**src/rtl/demux_stream.sv**
```systemverilog
// -----------------------------------------------------------------------------
// demux_stream
// Parametrised 1-to-N streaming demultiplexer. Each output channel has a
// one-entry registered stage with a valid/ready handshake. Input beats go to
// channel S. Beats whose select is out of range are accepted, discarded and
// flagged with a one-cycle err pulse.
//
// Optional feature macro: DEMUX_PKT_LOCK_EN
//   defined     : the select is latched at the first beat of a packet and held
//                 until the I_last beat, so a packet never splits across
//                 channels. busy is high while a packet is locked.
//   not defined : every beat is routed by S. busy is tied low.
//
// Ports
//   clk      in   clock, rising edge
//   rst      in   synchronous active-high reset
//   I        in   WIDTH   input data
//   I_valid  in   1       input beat present
//   I_last   in   1       final beat of packet
//   I_ready  out  1       beat accepted this cycle (combinational)
//   S        in   SW      channel select, SW = $clog2(N)
//   Y        out  N*WIDTH channel k data on Y[k*WIDTH +: WIDTH]
//   Y_valid  out  N       per-channel beat present
//   Y_last   out  N       per-channel last flag
//   Y_ready  in   N       per-channel consumer ready
//   err      out  1       one-cycle pulse per discarded out-of-range beat
//   busy     out  1       a packet is locked
// -----------------------------------------------------------------------------
module demux_stream #(
   parameter int WIDTH = 8,
   parameter int N     = 4
) (
   input  logic                 clk,
   input  logic                 rst,
   input  logic [WIDTH-1:0]     I,
   input  logic                 I_valid,
   input  logic                 I_last,
   output logic                 I_ready,
   input  logic [$clog2(N)-1:0] S,
   output logic [N*WIDTH-1:0]   Y,
   output logic [N-1:0]         Y_valid,
   output logic [N-1:0]         Y_last,
   input  logic [N-1:0]         Y_ready,
   output logic                 err,
   output logic                 busy
);

   localparam int SW = $clog2(N);

   logic [SW-1:0]      sel_s;
   logic [N-1:0]       hit_s;
   logic               in_range_s;
   logic               tgt_vld_s;
   logic               tgt_rdy_s;
   logic               ready_s;
   logic               acc_s;

   logic [N*WIDTH-1:0] y_r;
   logic [N-1:0]       y_valid_r;
   logic [N-1:0]       y_last_r;
   logic               err_r;

`ifdef DEMUX_PKT_LOCK_EN
   localparam logic [0:0] ST_IDLE = 1'b0;
   localparam logic [0:0] ST_LOCK = 1'b1;

   logic [0:0]    state_r;
   logic [SW-1:0] lsel_r;

   // Packet lock FSM: latch the select on the first beat of a multi-beat packet.
   always_ff @(posedge clk) begin
      if (rst) begin
         state_r <= ST_IDLE;
         lsel_r  <= {SW{1'b0}};
      end else begin
         case (state_r)
            ST_IDLE: begin
               // Out-of-range selects are latched too, so the whole packet is dropped.
               if (acc_s && !I_last) begin
                  state_r <= ST_LOCK;
                  lsel_r  <= S;
               end else begin
                  state_r <= ST_IDLE;
               end
            end
            ST_LOCK: begin
               if (acc_s && I_last) begin
                  state_r <= ST_IDLE;
               end else begin
                  state_r <= ST_LOCK;
               end
            end
            default: begin
               state_r <= ST_IDLE;
            end
         endcase
      end
   end

   // Effective select: the latched channel while locked, else the live select.
   always_comb begin
      if (state_r == ST_LOCK) begin
         sel_s = lsel_r;
      end else begin
         sel_s = S;
      end
   end

   assign busy = (state_r == ST_LOCK);
`else
   assign sel_s = S;
   assign busy  = 1'b0;
`endif

   // One-hot channel decode. An all-zero vector means the select is out of range.
   always_comb begin
      hit_s = {N{1'b0}};
      for (int k = 0; k < N; k++) begin
         hit_s[k] = (sel_s == SW'(k));
      end
   end

   assign in_range_s = |hit_s;
   assign tgt_vld_s  = |(hit_s & y_valid_r);
   assign tgt_rdy_s  = |(hit_s & Y_ready);

   // Input ready: the target stage is empty or pops this cycle.
   // Beats with an out-of-range select are always taken, then dropped.
   always_comb begin
      if (in_range_s) begin
         ready_s = !tgt_vld_s || tgt_rdy_s;
      end else begin
         ready_s = 1'b1;
      end
   end

   assign acc_s = I_valid && ready_s;

   // Per-channel output stages. A load wins over a pop in the same cycle.
   // Data and last are held, not cleared, when a beat pops.
   always_ff @(posedge clk) begin
      if (rst) begin
         y_r       <= {(N*WIDTH){1'b0}};
         y_valid_r <= {N{1'b0}};
         y_last_r  <= {N{1'b0}};
         err_r     <= 1'b0;
      end else begin
         for (int k = 0; k < N; k++) begin
            if (acc_s && hit_s[k]) begin
               y_r[k*WIDTH +: WIDTH] <= I;
               y_last_r[k]           <= I_last;
               y_valid_r[k]          <= 1'b1;
            end else if (y_valid_r[k] && Y_ready[k]) begin
               y_valid_r[k] <= 1'b0;
            end else begin
               y_valid_r[k] <= y_valid_r[k];
            end
         end
         err_r <= acc_s && !in_range_s;
      end
   end

   assign I_ready = ready_s;
   assign Y       = y_r;
   assign Y_valid = y_valid_r;
   assign Y_last  = y_last_r;
   assign err     = err_r;

endmodule

```
**config.mk**
```make
export PLATFORM = sky130hd
export DESIGN_NAME = demux_stream
export DESIGN_NICKNAME = d
export VERILOG_FILES = /design/src/rtl/demux_stream.sv
export SDC_FILE = /design/constraint.sdc
export NUM_CORES = 1
export LEC_CHECK = 0
export CAP_MARGIN = 20
export CORE_ASPECT_RATIO = 1.1
export CORE_MARGIN = 4
export CORE_UTILIZATION = 45
export DETAILED_ROUTE_END_ITERATION = 12
export GPL_TIMING_DRIVEN = 0
export PLACE_DENSITY = 0.81
export SYNTH_ARGS = -nofsm -noshare
export SYNTH_HDL_FRONTEND = slang
export SYNTH_SLANG_ARGS = --single-unit
```
**constraint.sdc**
```tcl
create_clock -name clk -period 3 [get_ports clk]
set_input_delay 0.3 -clock clk [delete_from_list [all_inputs] [get_ports clk]]
set_output_delay 0.3 -clock clk [all_outputs]
set_load 0.02 [all_outputs]
```
==> impl_metrics.py <==
metrics = {
    "status": {
        "outcome": "complete, no violations",
    },
    "placed_design": {
        "place_congestion": 0.7228,
        "pre_cts_ws_ns": 0.7043,
        "hpwl_mm": 2.935,
        "port_buffers": 58,
    },
    "logic_synthesis": {
        "netlist_area_sq_um": 1669,
        "synth_edf_count": 0,
        "yosysMostFrequentCell": "nand2b_1",
        "ys_top_cells_by_count": "nand2b_1, dfxtp_1, mux2i_1",
        "synth_top_flop_cell": "dfxtp_1",
        "synth_area_per_cell_sq_um": 11.35,
        "yosysTopAreaCell": "dfxtp_1",
        "synth_warnings": 0,
        "synth_top_area_share_pct": 49.18,
        "synth-seq-area-share_pct": 49.18,
        "synth_seq_cells": 41,
        "synthCells": 147,
        "yosys-top-cells-area": "dfxtp_1, mux2i_1, nand2b_1, buf_6, nor4b_4",
        "synth_cell_type_count": 15,
        "synthArstFlopShare_pct": 0,
    },
    "global_routing": {
        "grtUsageTotal_pct": 17.88,
        "first_global_vias": 1269,
        "antenna_found_initial": 0,
        "grt-ovfl-total": 0,
        "grt_first_pass_wirelength_mm": 6.348,
        "grt_max_degree": 13,
    },
    "die": {
        "dieHeight_microns": 71.88,
        "die_area_sq_um": 4749,
        "die_w_microns": 66.07,
        "ios": 61,
        "start_util_pct": 48.51,
        "core_area_sq_um": 3441,
        "num_rows": 22,
    },
    "drt": {
        "routed_wl_mm": 3.935,
        "firstDrtPassIters": 4,
        "viasPerCell": 4.752,
        "drc": 0,
        "vias": 1245,
        "ant_nets": 0,
        "wire_per_inst_microns": 15.02,
        "drtIter0Drc": 40,
    },
    "clock_network": {
        "ctsHoldBuffers": 0,
        "htree_num_levels": 2,
        "clock_sinks": 41,
        "cts_resized": 0,
        "post_cts_buffers": 0,
        "clock_path_buffers": 2,
        "cts_inserted_buffers": 5,
        "cts_tree": "done",
        "clk_latency_ns": 0.35,
        "path_clk_slew_ns": 0.12,
        "cts_root_buffer": "clkbuf_4",
    },
    "cells_and_area": {
        "nets": 231,
        "finish.utilization_pct": 68.73,
        "drive_above_1_share_pct": 7.944,
        "area_growth_pct": 41.68,
        "antenna_cells": 0,
    },
    "worst_setup_path": {
        "crit_type": "in2out",
        "cp_cell_sequence": "clkdlybuf4s50_1 -> mux4_2 -> clkdlybuf4s50_1",
        "cp-start-kind": "input pin",
        "critical_path.max_stage_delay_ns": 0.61,
        "critical_path_buf_inv_count": 2,
        "crit_top_cell": "clkdlybuf4s50_1",
        "critPathSlowestCell": "clkdlybuf4s50_1",
        "end_kind": "output port",
        "cp_max_fo": 5,
        "crit_arrival_ns": 1.99,
        "cp_top_family": "buffers and inverters",
        "cp.required_ns": 2.70,
    },
    "sta": {
        "fin_skew_ns": 0.008215,
        "setup-violations-final": 0,
        "whs_ns": 0.3344,
        "period_share_pct": 76.48,
        "fin_ws_ns": 0.7056,
        "rsz0062_at_grt": "no",
        "slew_violations": 0,
        "tns_ns": 0,
        "hold_viol": 0,
        "max_freq_ghz": 0.4358,
        "fin_crit_ns": 2.294,
    },
    "worst_hold_path": {
        "hp-class": "in2reg",
    },
    "power": {
        "cellPowerDensity_nw_per_um2": 424.0,
        "leakage_uw": 0.0009870,
        "vdd_drop_max_mv": 0.3093,
    },
    "job": {
        "drv_cap": 0,
    },
}
## where the power goes
part	switching, uW	internal (uW)
clock	177	89.4
sequential	10.6	564
combinational	74.9	86.8
total	263	740
## area by class of cell
cell class,count,area (sq um)
Buffer,10,68.82
Sequential cell,41,820.8
Timing Repair Buffer,58,580.6
Clock inverter,2,10.01
Fill cell,268,1076
Clock buffer,6,41.29
Multi-Input combinational cell,97,783.3
Tap cell,48,60.06
## per-layer routing
layer	track usage [%]	vias up	routed length, microns
met2	30.18	33	1981
met3	6.426	5	239
met1	20.83	590	1658
li1	-	617	-
met5	0	-	0
met4	6.095	0	55
## cell usage in the layout, fill, tap and decap left out, types with 2 or more instances in the layout
master and n:
buf_4 2, clkbuf_1 5, mux2i_1 36, clkdlybuf4s50_1 58, a21oi_1 3, nand2b_1 49, dfxtp_1 41, buf_6 3
clkinv_2 2, nand4b_1 2, clkbuf_4 5, conb_1 2
## final timing paths
check                   from          to  slack, ns  depth (start not counted)
hold reg to reg        Y[21]       Y[21]       0.48                          2
setup / recovery        S[1]     I_ready       0.71                          3
hold / removal           rst  Y_valid[3]       0.33                          2
setup reg to reg  Y_valid[0]        Y[3]       1.80                          4
## through the flow
stage | power (uW) | cells | area, sq um
2_1_floorplan | 670.6 | 148 | 1673
3_3_place_gp | 745.7 | 254 | 2313
3_5_place_dp | 749.6 | 254 | 2313
4_1_cts | 1009 | 262 | 2365
5_1_grt | 1043 | 262 | 2365
6_report | 1003 | 262 | 2365
## sequential cells by signal, indices dropped and copies added (netlist names)
register / count
Y_last: 4
Y_valid: 4
Y: 32
err: 1
## worst register-to-register path: cells and delay by family (launching register included)
family	cells	cell delay, ns
simple gates	2	0.36
flops	1	0.34
mux	1	0.23
buf+inv	1	0.21
## cells by family after synthesis
kind of cell / share of synthesized area (%)
and+or+nand+nor: 22.04
buffers and inverters: 4.122
muxes: 22.94
other: 0.2247
DFF: 49.18
AOI/OAI and AO/OA: 1.499
Note: power is estimated with default switching activity, not from simulation.
